$ cat src/rtl/dco_freq_meter.sv
// DCO frequency meter: counts synchronised rising edges of osc_in over a
// programmable window of gate_len+1 clk cycles and hands the count out with a valid/ready handshake.
module dco_freq_meter #(
    parameter int unsigned COUNT_W = 8,
    parameter int unsigned GATE_W  = 16
) (
    input  logic               clk,
    input  logic               rst_n,
    input  logic               osc_in,
    input  logic               start,
    input  logic               cont,
    input  logic [GATE_W-1:0]  gate_len,
    output logic               busy,
    output logic [COUNT_W-1:0] result,
    output logic               result_valid,
    input  logic               result_ready,
    output logic               ovf
);

    localparam logic [COUNT_W-1:0] CNT_MAX = '1;

    typedef enum logic [1:0] {
        ST_IDLE    = 2'd0,
        ST_MEASURE = 2'd1,
        ST_DONE    = 2'd2
    } state_t;

    state_t             state_q, state_d;
    logic               s1_q, s2_q, s3_q;
    logic [COUNT_W-1:0] cnt_q, cnt_d;
    logic               ovf_flag_q, ovf_flag_d;
    logic [GATE_W-1:0]  timer_q, timer_d;
    logic               cont_q, cont_d;
    logic [COUNT_W-1:0] result_q, result_d;
    logic               result_valid_q, result_valid_d;
    logic               ovf_q, ovf_d;
    logic               busy_q, busy_d;

    logic               edge_pulse_c;
    logic               sat_c;
    logic [COUNT_W-1:0] cnt_inc_c;

    // Two-flop synchroniser plus history flop for rising-edge detection
    always_ff @(posedge clk or negedge rst_n) begin
        if (!rst_n) begin
            s1_q <= 1'b0;
            s2_q <= 1'b0;
            s3_q <= 1'b0;
        end else begin
            s1_q <= osc_in;
            s2_q <= s1_q;
            s3_q <= s2_q;
        end
    end

    assign edge_pulse_c = s2_q & ~s3_q;
    assign sat_c        = edge_pulse_c & (cnt_q == CNT_MAX);
    assign cnt_inc_c    = cnt_q + COUNT_W'(1);

    always_ff @(posedge clk or negedge rst_n) begin
        if (!rst_n) begin
            state_q        <= ST_IDLE;
            cnt_q          <= '0;
            ovf_flag_q     <= 1'b0;
            timer_q        <= '0;
            cont_q         <= 1'b0;
            result_q       <= '0;
            result_valid_q <= 1'b0;
            ovf_q          <= 1'b0;
            busy_q         <= 1'b0;
        end else begin
            state_q        <= state_d;
            cnt_q          <= cnt_d;
            ovf_flag_q     <= ovf_flag_d;
            timer_q        <= timer_d;
            cont_q         <= cont_d;
            result_q       <= result_d;
            result_valid_q <= result_valid_d;
            ovf_q          <= ovf_d;
            busy_q         <= busy_d;
        end
    end

    always_comb begin
        state_d        = state_q;
        cnt_d          = cnt_q;
        ovf_flag_d     = ovf_flag_q;
        timer_d        = timer_q;
        cont_d         = cont_q;
        result_d       = result_q;
        result_valid_d = result_valid_q;
        ovf_d          = ovf_q;
        busy_d         = busy_q;

        unique case (state_q)
            ST_IDLE: begin
                if (start) begin
                    timer_d    = gate_len;
                    cnt_d      = '0;
                    ovf_flag_d = 1'b0;
                    cont_d     = cont;
                    busy_d     = 1'b1;
                    state_d    = ST_MEASURE;
                end
            end

            ST_MEASURE: begin
                timer_d = timer_q - GATE_W'(1);
                if (edge_pulse_c && !sat_c) begin
                    cnt_d = cnt_inc_c;
                end
                if (sat_c) begin
                    ovf_flag_d = 1'b1;
                end
                // Last window cycle: its own edge is folded into the result
                if (timer_q == '0) begin
                    result_d       = (edge_pulse_c && !sat_c) ? cnt_inc_c : cnt_q;
                    ovf_d          = ovf_flag_q | sat_c;
                    result_valid_d = 1'b1;
                    state_d        = ST_DONE;
                end
            end

            ST_DONE: begin
                if (result_valid_q && result_ready) begin
                    result_valid_d = 1'b0;
                    if (cont_q) begin
                        timer_d    = gate_len;
                        cnt_d      = '0;
                        ovf_flag_d = 1'b0;
                        cont_d     = cont;
                        state_d    = ST_MEASURE;
                    end else begin
                        busy_d  = 1'b0;
                        state_d = ST_IDLE;
                    end
                end
            end

            default: begin
                state_d = ST_IDLE;
            end
        endcase
    end

    assign busy         = busy_q;
    assign result       = result_q;
    assign result_valid = result_valid_q;
    assign ovf          = ovf_q;

endmodule

$ cat config.mk
export PLATFORM = sky130hd
export DESIGN_NAME = dco_freq_meter
export DESIGN_NICKNAME = d
export VERILOG_FILES = /design/src/rtl/dco_freq_meter.sv
export SDC_FILE = /design/constraint.sdc
export NUM_CORES = 1
export LEC_CHECK = 0
export CAP_MARGIN = 20
export CORE_MARGIN = 5
export CORE_UTILIZATION = 35
export DETAILED_ROUTE_END_ITERATION = 16
export PLACE_DENSITY_LB_ADDON = 0.12
export SLEW_MARGIN = 20
export SYNTH_ARGS = -nofsm -noshare
export SYNTH_HDL_FRONTEND = slang
export SYNTH_SLANG_ARGS = --single-unit
export TNS_END_PERCENT = 5
$ cat constraint.sdc
create_clock -name clk -period 7.1 [get_ports clk]
set_clock_uncertainty 0.05 [all_clocks]
set_input_delay 2.13 -clock clk [delete_from_list [all_inputs] [get_ports clk]]
set_output_delay 2.13 -clock clk [all_outputs]
set_load 0.02 [all_outputs]
After elaboration in Yosys (flattened, before gate mapping) --
Cells that the tools add are included.
Storage, ports and cells: register bits 42, output and inout bits 11
Cells by class: add/subtract/negate cells 2, equal/unequal tests 9, mux-type cells 30, bitwise operators 4, reductions and logical operators 15
Operator list (number):
- 16-bit 2-to-1 mux | 3
- 16-bit case mux with 3 select lines | 1
- 8-bit 2-to-1 mux | 4
- 8-bit case mux with 3 select lines | 1
- 16-bit logical NOT | 1
- 16-bit by 1-bit subtractor with 16-bit output (second input constant) | 1
- 1-bit 2-to-1 mux | 13
- 2-bit != test (second input constant) | 6
- 3-bit AND reduction | 3
- 8-bit by 1-bit adder with 8-bit output (second input constant) | 1
- 8-bit == test (second input constant) | 1
- 4-bit AND reduction | 2
- 2-bit 2-to-1 mux | 3
- 1-bit case mux with 2 select lines | 3
- 2-bit case mux with 3 select lines | 1
- 5-bit AND reduction | 1
- 2-bit nonzero test | 2
- 1-bit case mux with 3 select lines | 1
- 3-bit nonzero test | 1
- 1-bit bitwise AND | 2
- 2-bit by 1-bit == test with 1-bit output (second input constant) | 1
- 2-bit == test (second input constant) | 1
- 1-bit logical AND | 2
- 2-bit logical NOT | 1
- 4 further kinds | 4

Longest topological paths before layout --
Gate-level depths: netlist (run 1).
depth after elaboration 7, gate-level depth with buffers 10, mapped depth without buffers 7

Worst setup path after synthesis (run 1) --
OpenSTA, ideal clock, no wires.
path kind input to register, from in result_ready, to reg cnt_q[1], arrival time 2.993 ns, required time 6.928 ns, slack 3.935 ns, stages on the path 5, cell sequence nand4b_1 -> a21oi_1 -> clkbuf_1 -> o21ai_0 -> a32o_1
Between the ends: word-level cells in the longest chain between the ends 3
RTL lines:
- from (decl) | line 16 | input logic result_ready,
- 1-bit logical AND | line 125 | if (result_valid_q && result_ready) begin
- 2-bit != test (no line)
- 4-bit AND reduction (no line)
- to (signal assigned) | line 73 | cnt_q <= cnt_d;
- to (decl) | line 30 | logic [COUNT_W-1:0] cnt_q, cnt_d;
Every way passes these cells. A chain may end at the register's enable or synchronous reset.

Worst setup path in the final report (run 1) --
Ends and elaborated chain as after synthesis.

==> summary.txt, run 1 <==
Worst hold path
  • Hold Path Class: flip-flop to flip-flop

Clock network
  • Clock Sinks: 42
  • Post-CTS Setup Inserts: 0
  • Root Buffer: clkbuf_8
  • Clock H-tree levels: 2
  • CTS max path bufs: 2
  • Hold buffer count at cts: 0
  • Worst-Skew Late Latency: 310 ps
  • CTS clk-pin slew, worst paths: 80 ps
  • CTS tree: yes
  • CTS Buf Count: 5
  • Post-CTS Resized: 0

Setup path
  • WP data arrival: 4050 ps
  • Crit path required time: 7240 ps
  • Startpoint Class: input port
  • WS Path Type: input port to flip-flop
  • Crit path cell chain: clkdlybuf4s50_1, nand4b_1, a21oi_2, o21ai_0, a32o_1
  • CP max-delay cell: a21oi_2
  • Setup crit end kind: flip-flop
  • CP peak stage delay: 700 ps
  • CP Max Fanout: 20

Synthesis
  • Most common cell in the netlist: dfrtp_1
  • Synth unique cells: 47
  • Post-synth net total: 281
  • Syn Inst Count: 257
  • Commonest cells in the netlist: dfrtp_1, nand2_1, a21oi_1, o21ai_0, nor2_1
  • Area contributors post-synth: dfrtp_1, a21oi_1, o21ai_0, nand2_1, nor2_1
  • Syn. warnings: 0
  • Yosys top cell area share: 0.4674
  • Async SR Flop Fraction: 1.000
  • Sequential element share of the synthesized area: 0.4674
  • Syn Std Cell Area: 2248 um2
  • Number of flops mapped to enable cells by yosys: 0
  • Flops & latches, synth: 42
  • Syn avg cell area: 8.749 um2
  • Area leader, netlist: dfrtp_1
  • Ys flop type: dfrtp_1

Pwr
  • Peak supply drop: 0.0001156 V
  • PD cells: 260.4 nW/um2
  • Logic pwr share: 0.246
  • Clock power frac: 0.233
  • NetSw: 250.9 uW
  • Internal power: 455.9 uW
  • Sw Share: 0.3550
  • Reg power frac: 0.520
  • Pleak: 0.001089 uW

Die
  • Die width: 90.15 um
  • Die area: 8127 um2
  • Initial core utilization: 0.3561
  • Die height: 90.15 um
  • Row count: 29
  • # IOs: 33
  • Core Box Area: 6314 um2

Global routing
  • Total global routing overflow: 0
  • Largest net degree at the start of global routing: 43
  • Number of global-route vias before repair: 1933
  • First-pass GRT wire length: 8983 um
  • Initial antenna violation count: 0
  • Gr usage total: 0.1351

Job
  • MaxCap Viol Count: 0

Placed design
  • Port-buffer cells: 32
  • Setup WS pre-CTS: 2853 ps
  • DP Wirelength: 3432 um
  • Placement Cell Area: 2615 um2
  • Final GP Congestion: 0.7655

Drt
  • Initial detailed-routing violation count: 63
  • Detailed Route WL: 5199 um
  • Drt wl/cell: 14.40 um
  • DRC: 0
  • Antenna-violating nets left: 0
  • Via density per instance: 5.343
  • DR vias: 1929
  • Pre-antenna DRT Iters: 4

STA
  • Unrepaired setup endpoints after global routing: false
  • Hold_ws: 315.7 ps
  • Relative slew margins: 0.4147
  • Worst Tran Pin Value: 877.9 ps
  • Fmax: 255.8 MHz
  • Final min period: 3909 ps
  • Hold Vio Cnt, Final: 0
  • Post-Route Setup TNS: 0 ps
  • Final Setup Violations: 0
  • Final max-slew violation count: 0
  • Worst Slack Setup Final: 3191 ps
  • Crit share post-route: 0.5506

Finish
  • Final core utilization: 0.4298
  • Antenna Cells: 0
  • Fillers: 645
  • P&R area growth vs syn: 20.70%
  • Finished Cell Area: 2714 um2
  • Nets: 307
  • Layout cell share with drive strength beyond 1: 0.07042

Status
  • Status: complete, no violations
## worst max-delay path: cells and delay by family
family          cells  cell delay [ps]
simple gates        1              160
compound gates      3             1230
buf+inv             1              530
## sequential cells by signal, indices dropped and copies added, names as in the netlist
name          cells
s3_q              1
result            8
s2_q              1
cnt_q             8
busy              1
s1_q              1
cont_q            1
ovf_flag_q        1
state_q           2
timer_q          16
ovf               1
result_valid      1
## metrics by stage
stage | std cells | power [uW]
floorplan | 257 | 486.0
global placement | 353 | 544.1
detailed placement | 353 | 546.1
CTS | 361 | 714.8
global route | 361 | 764.7
finish | 361 | 706.8
## cell families after synthesis
group | Yosys count | share of synthesized area
flip-flops | 42 | 0.4674
buffers and inverters | 21 | 0.03951
XOR/XNOR | 4 | 0.01558
AO/OA/AOI/OAI | 89 | 0.2404
adder cells (fa/ha/maj) | 2 | 0.01113
AND/OR/NAND/NOR | 97 | 0.2165
multiplexers | 2 | 0.009460
## layer usage
layer | track usage | vias up | share of wire
met2 | 0.2152 | 47 | 0.44
met1 | 0.1657 | 884 | 0.47
met5 | 0 | - | 0
met3 | 0.04591 | 11 | 0.059
met4 | 0.05831 | 0 | 0.026
li1 | - | 987 | -
## final cells by class
class / instances / area [um2] / share of cell area
clock buffers: 7 / 86.33 / 0.03181
multi-input cells: 194 / 1120 / 0.4126
well taps: 77 / 96.34 / 0.03550
inverters: 6 / 22.52 / 0.008299
flip-flops and latches: 42 / 1051 / 0.3873
repair buffers: 34 / 332.8 / 0.1226
clock inverters: 1 / 5.005 / 0.001844
## power by group through the flow
| stage | logic, uW | registers, uW | clock network, uW |
|---|---|---|---|
| final | 174 | 368 | 165 |
| after global routing | 205 | 380 | 179 |
| after CTS | 176 | 367 | 173 |
| after detailed placement | 175 | 371 | 0 |
| after global placement | 173 | 371 | 0 |
| after floorplan | 131 | 355 | 0 |
## final timing paths
path,start,to,slack (ps),cells past startpoint
min in group asynchronous,rst_n,result_valid,1760,1
worst min register to register,s1_q,s2_q,320,0
worst max register to register,timer_q[0],result[3],4380,7
worst max-delay path,result_ready,cnt_q[1],3190,5
max in group asynchronous,rst_n,timer_q[7],4850,1
worst min-delay path,s1_q,s2_q,320,0
## cell usage in the layout, fill, tap and decap left out, types with 3 or more instances in the layout
| cell type | count |
|---|---|
| dfrtp_1 | 42 |
| clkdlybuf4s50_1 | 31 |
| nand2_1 | 30 |
| o21ai_0 | 28 |
| a21oi_1 | 27 |
| nor2_1 | 22 |
| nor3_1 | 9 |
| inv_1 | 6 |
| clkbuf_8 | 6 |
| nand3_1 | 5 |
| nand4_1 | 5 |
| a31oi_1 | 5 |
| nand2b_1 | 4 |
| a21oi_2 | 4 |
| nor4_1 | 4 |
| o22ai_1 | 4 |
| nor2b_1 | 3 |
| or4_1 | 3 |
| xnor2_1 | 3 |
| buf_4 | 3 |
(Power assumes the default switching activity.)
==> run 2, diff against run 1 <==
==> constraint.sdc (replaced) <==
create_clock -name clk -period 4.1 [get_ports clk]
set_clock_uncertainty 0.05 [all_clocks]
set_input_delay 1.23 -clock clk [delete_from_list [all_inputs] [get_ports clk]]
set_output_delay 1.23 -clock clk [all_outputs]
set_load 0.02 [all_outputs]
==> run 2 against run 1 <==
Net effect:
- register-to-register slack got worse by 3000 ps
- utilization down 0.059 points
- global-route usage is 0.095 points lower
- critical path depth rose by 2
- combinational power is 72% higher
- critical endpoint is now result[2]
- setup slack got worse by 1800 ps
- cell area is 0.14% lower
- clock power grew 70%
==> summary.txt, run 2 (same netlist as run 1, synthesis figures left out) <==
Drt
  • DR vias: 1962 (+1.7%)
  • Drt wl/cell: 14.49 um (+0.60%)
  • Initial detailed-routing violation count: 76 (+21%)
  • Antenna-violating nets left: 0 (unchanged)
  • Pre-antenna DRT Iters: 4 (unchanged)
  • Detailed Route WL: 5230 um (+0.60%)
  • Via density per instance: 5.435 (+1.7%)
  • DRC: 0 (unchanged)

STA
  • Final min period: 2721 ps
  • Worst Tran Pin Value: 737.7 ps (-140.2 ps)
  • Post-Route Setup TNS: 0 ps (unchanged)
  • Hold_ws: 316.7 ps (+0.9700 ps)
  • Fmax: 367.6 MHz
  • Unrepaired setup endpoints after global routing: false
  • Relative slew margins: 0.5037 (+0.08895)
  • Worst Slack Setup Final: 1379 ps (-1812 ps)
  • Hold Vio Cnt, Final: 0 (unchanged)
  • Final max-slew violation count: 0 (unchanged)
  • Final Setup Violations: 0 (unchanged)
  • Crit share post-route: 0.6636

Pwr
  • NetSw: 430.5 uW (+72%)
  • Internal power: 787.3 uW (+73%)
  • Peak supply drop: 0.0001697 V (+47%)
  • Logic pwr share: 0.246 (about the same)
  • Clock power frac: 0.231 (-0.002)
  • Reg power frac: 0.524 (+0.004)
  • Total power: 1218 uW (+72%)
  • PD cells: 449.4 nW/um2 (+73%)
  • Pleak: 0.001087 uW (-0.20%)
  • Sw Share: 0.3535 (-0.001464)

Clock network
  • CTS tree: yes
  • Hold buffer count at cts: 0 (unchanged)
  • CTS Buf Count: 5 (unchanged)
  • Worst-Skew Late Latency: 290 ps (-20 ps)
  • Post-CTS Setup Inserts: 0 (unchanged)
  • Clock H-tree levels: 2 (unchanged)
  • Root Buffer: clkbuf_8
  • CTS max path bufs: 2 (unchanged)
  • Clock Sinks: 42 (unchanged)
  • CTS clk-pin slew, worst paths: 80 ps (about the same)
  • Post-CTS Resized: 0 (unchanged)

Placed design
  • DP Wirelength: 3513 um (+2.4%)
  • Placement Cell Area: 2611 um2 (-0.14%)
  • Final GP Congestion: 0.7564 (-1.2%)
  • Port-buffer cells: 32 (unchanged)
  • Setup WS pre-CTS: 1117 ps (-1736 ps)

Finish
  • Multi-input logic area: 1116 um2 (-0.33%)
  • Reg with most FFs: timer_q
  • Most frequent cells in the layout: dfrtp_1, clkdlybuf4s50_1, nand2_1
  • Layout cell share with drive strength beyond 1: 0.06690 (-0.003521)
  • Finished Cell Area: 2710 um2 (-0.14%)
  • Register Area: 1051 um2 (unchanged)
  • Fillers: 668 (+3.6%)
  • P&R area growth vs syn: 20.53%
  • Nets: 307 (unchanged)
  • Antenna Cells: 0 (unchanged)
  • Commonest non-fill, non-tap cell in the layout: dfrtp_1
  • Max reg flops: 16 (unchanged)

Global routing
  • Grt met1 use: 0.1859 (+0.02016)
  • Largest net degree at the start of global routing: 43 (unchanged)
  • First-pass GRT wire length: 9287 um (+3.4%)
  • Top Usage Layer GRT: met2
  • Number of global-route vias before repair: 1904 (-1.5%)
  • Initial antenna violation count: 0 (unchanged)
  • M2 GR Usage: 0.2122 (-0.003049)
  • Total global routing overflow: 0 (unchanged)
  • Met3 Usage GRT: 0.02922 (-0.01669)
  • Gr usage total: 0.1342 (-0.0009466)

Setup path
  • Startpoint Class: flip-flop
  • Setup crit end kind: flip-flop
  • CP max-delay cell: or4_1
  • WP data arrival: 2830 ps (-1220 ps)
  • Crit path cell chain: inv_1, ha_1, or3b_1, or2_1, or4_1, a211oi_2, a21oi_2
  • Crit path required time: 4210 ps (-3030 ps)
  • CP Max Fanout: 18 (-10%)
  • Family with the most delay on the worst path: simple AND/OR/NAND/NOR gates
  • CP peak stage delay: 740 ps (+40 ps)
  • WS Path Type: flip-flop to flip-flop
  • Crit path buffers/inverters: 1 (unchanged)

Status
  • Status: complete, no violations

Worst hold path
  • Hold Path Class: flip-flop to flip-flop

Die
  • Initial core utilization: 0.3561 (unchanged)
  • Die height: 90.15 um (unchanged)
  • # IOs: 33 (unchanged)
  • Row count: 29 (unchanged)
  • Core Box Area: 6314 um2 (unchanged)
  • Die area: 8127 um2 (unchanged)
  • Die width: 90.15 um (unchanged)

Job
  • MaxCap Viol Count: 0 (unchanged)
## run 2: cell count changes in the layout (fill, tap and decap cells not counted)
cell     before  now
a21oi_1      27   28
a21oi_2       4    3
## run 2: power groups by stage
stage               clock network, uW  registers, uW  logic (uW)
finish                            281            638         299
CTS                               294            637         302
detailed placement                  0            643         302
global route                      308            660         352
global placement                    0            642         296
floorplan                           0            614         227
## run 2: final timing paths
kind | from | end | slack, ps | cells past startpoint
worst max-delay path | timer_q[0] | result[2] | 1380 | 7
max in group asynchronous | rst_n | timer_q[11] | 2740 | 1
worst min-delay path | s1_q | s2_q | 320 | 0
worst max register to register | timer_q[0] | result[2] | 1380 | 7
worst min register to register | s1_q | s2_q | 320 | 0
min in group asynchronous | rst_n | busy | 870 | 1
## run 2: stage by stage
step	utilization	cells
final	0.4293	361
after CTS	0.4281	361
after global placement	0.4136	353
after global routing	0.4293	361
after floorplan	-	257
after detailed placement	0.4136	353
## run 2: routing by layer
layer,vias to the layer above,wire [um]
li1,989,-
met1,935,2595
met2,34,2388
met3,4,205
met4,0,41
met5,-,0
## run 2: layout make-up
class,instances,share of cell area
repair buffers,34,0.1228
well taps,77,0.03555
clock buffers,7,0.03186
multi-input cells,194,0.4118
inverters,6,0.008310
clock inverters,1,0.001847
flip-flops and latches,42,0.3878
==> run 3, diff against run 2 <==
==> constraint.sdc (replaced) <==
create_clock -name clk -period 2.7 [get_ports clk]
set_clock_uncertainty 0.05 [all_clocks]
set_input_delay 0.81 -clock clk [delete_from_list [all_inputs] [get_ports clk]]
set_output_delay 0.81 -clock clk [all_outputs]
set_load 0.02 [all_outputs]
==> run 3 against run 2 <==
Net effect:
- flip-flop and latch count did not move
- total power rose by 51%
- combinational power rose by 60%
- fmax rose by 15%
==> summary.txt, run 3 (same netlist as run 1, synthesis figures left out) <==
Status
  • Status: complete, no violations

Finish
  • Non-Filler Instances: 368 (+1.9%)
  • Max reg flops: 16 (unchanged)
  • Layout cell share with drive strength beyond 1: 0.09278 (+0.02588)
  • Final core utilization: 0.4376 (+0.008323)
  • Most frequent cells in the layout: dfrtp_1, clkdlybuf4s50_1, nand2_1
  • Fillers: 632 (-5.4%)
  • Nets: 315 (+2.6%)
  • P&R area growth vs syn: 22.87%
  • Commonest non-fill, non-tap cell in the layout: dfrtp_1
  • Reg with most FFs: timer_q
  • Antenna Cells: 0 (unchanged)

Global routing
  • Initial antenna violation count: 0 (unchanged)
  • Total global routing overflow: 0 (unchanged)
  • Number of global-route vias before repair: 1866 (-2.0%)
  • First-pass GRT wire length: 9004 um (-3.0%)
  • Gr usage total: 0.1337 (-0.0004205)
  • Largest net degree at the start of global routing: 31 (-28%)

Clock network
  • Root Buffer: clkbuf_8
  • Clock H-tree levels: 2 (unchanged)
  • CTS clk-pin slew, worst paths: 80 ps (about the same)
  • Worst-Skew Late Latency: 290 ps (about the same)
  • CTS max path bufs: 2 (unchanged)
  • CTS tree: yes
  • Hold buffer count at cts: 0 (unchanged)
  • Clock Sinks: 42 (unchanged)
  • CTS Buf Count: 5 (unchanged)
  • Post-CTS Resized: 0 (unchanged)
  • Post-CTS Setup Inserts: 0 (unchanged)

Drt
  • Pre-antenna DRT Iters: 4 (unchanged)
  • DRC: 0 (unchanged)
  • Drt wl/cell: 14.30 um (-1.3%)
  • Via density per instance: 5.361 (-1.4%)
  • DR vias: 1973 (+0.56%)
  • Detailed Route WL: 5262 um (+0.61%)
  • Initial detailed-routing violation count: 90 (+18%)
  • Antenna-violating nets left: 0 (unchanged)

STA
  • Hold_ws: 317.3 ps (+0.6180 ps)
  • Fmax: 422.6 MHz (+15%)
  • Post-Route Setup TNS: 0 ps (unchanged)
  • Hold Vio Cnt, Final: 0 (unchanged)
  • Crit share post-route: 0.8765 (+0.2129)
  • Final max-slew violation count: 0 (unchanged)
  • Final min period: 2366 ps (-354.2 ps)
  • Final Setup Violations: 0 (unchanged)
  • Relative slew margins: 0.4449 (-0.05884)
  • Worst Tran Pin Value: 829.0 ps (+91.32 ps)
  • Unrepaired setup endpoints after global routing: false

Placed design
  • DP Wirelength: 3689 um (+5.0%)
  • Port-buffer cells: 32 (unchanged)
  • Inst Count DP: 361 (+2.3%)
  • Final GP Congestion: 0.7323 (-3.2%)

Setup path
  • Crit path cell chain: inv_1, ha_1, or3b_1, or2_1, or4_1, buf_4, a221oi_2, a21oi_2
  • WS Path Type: flip-flop to flip-flop
  • CP peak stage delay: 430 ps (-310 ps)
  • Setup crit end kind: flip-flop
  • CP max-delay cell: dfrtp_1
  • CP Max Fanout: 18 (unchanged)
  • WP data arrival: 2490 ps (-340 ps)
  • Startpoint Class: flip-flop
  • Crit path required time: 2830 ps (-1380 ps)

Die
  • Die area: 8127 um2 (unchanged)
  • Core Box Area: 6314 um2 (unchanged)
  • Die width: 90.15 um (unchanged)
  • # IOs: 33 (unchanged)
  • Initial core utilization: 0.3561 (unchanged)
  • Row count: 29 (unchanged)
  • Die height: 90.15 um (unchanged)

Worst hold path
  • Hold Path Class: flip-flop to flip-flop

Pwr
  • Pleak: 0.001118 uW (+2.9%)
  • NetSw: 655.5 uW (+52%)
  • Peak supply drop: 0.0003285 V (+94%)
  • Clock power frac: 0.212 (-0.019)
  • Internal power: 1182 uW (+50%)
  • PD cells: 665.2 nW/um2 (+48%)
  • Sw Share: 0.3567 (+0.003222)
  • Logic pwr share: 0.260 (+0.014)
  • Total power: 1838 uW (+51%)
  • Reg power frac: 0.529 (+0.005)

Job
  • MaxCap Viol Count: 0 (unchanged)
[run 3: per-layer routing]
metal	track usage	wire [um]	up-vias
met2	0.2140	2412	40
met3	0.03339	219	8
met5	0	0	-
li1	-	-	1004
met1	0.1777	2562	921
met4	0.04094	67	0
[run 3: worst max-delay path, delay by kind of cell (launching register included)]
kind,cells,cell delay [ps]
fa+ha+maj,1,170
compound gates,2,280
buf+inv,2,300
simple gates,3,1020
flops,1,430
[run 3: stage by stage]
stage,instance area [um2],worst slack [ps]
after floorplan,2248,430.0
after global placement,2684,172.1
after detailed placement,2684,140.5
after CTS,2763,320.9
after global routing,2763,218.3
final,2763,333.5
[run 3: power groups by stage]
stage	Clock (uW)	Combinational (uW)	Sequential [uW]
CTS	417	482	968
global route	440	553	1000
detailed placement	0	481	980
global placement	0	472	975
finish	389	477	972
floorplan	0	345	933
[run 3: worst paths after layout]
kind / start / to / slack (ps) / depth (start not counted)
max in group asynchronous: rst_n / s3_q / 1670 / 2
min in group asynchronous: rst_n / timer_q[13] / 370 / 1
hold reg to reg: s1_q / s2_q / 320 / 0
hold / removal: s1_q / s2_q / 320 / 0
setup reg to reg: timer_q[0] / result[3] / 330 / 8
setup / recovery: timer_q[0] / result[3] / 330 / 8
[run 3: final cells by class]
cell class | instances | area (um2) | share of cell area
multi-input combinational | 194 | 1111 | 0.4022
timing repair buffer | 42 | 402.9 | 0.1458
clock inverter | 2 | 10.01 | 0.003623
clock buffer | 5 | 68.82 | 0.02491
tap | 77 | 96.34 | 0.03487
sequential | 42 | 1051 | 0.3804
inverter | 6 | 22.52 | 0.008152
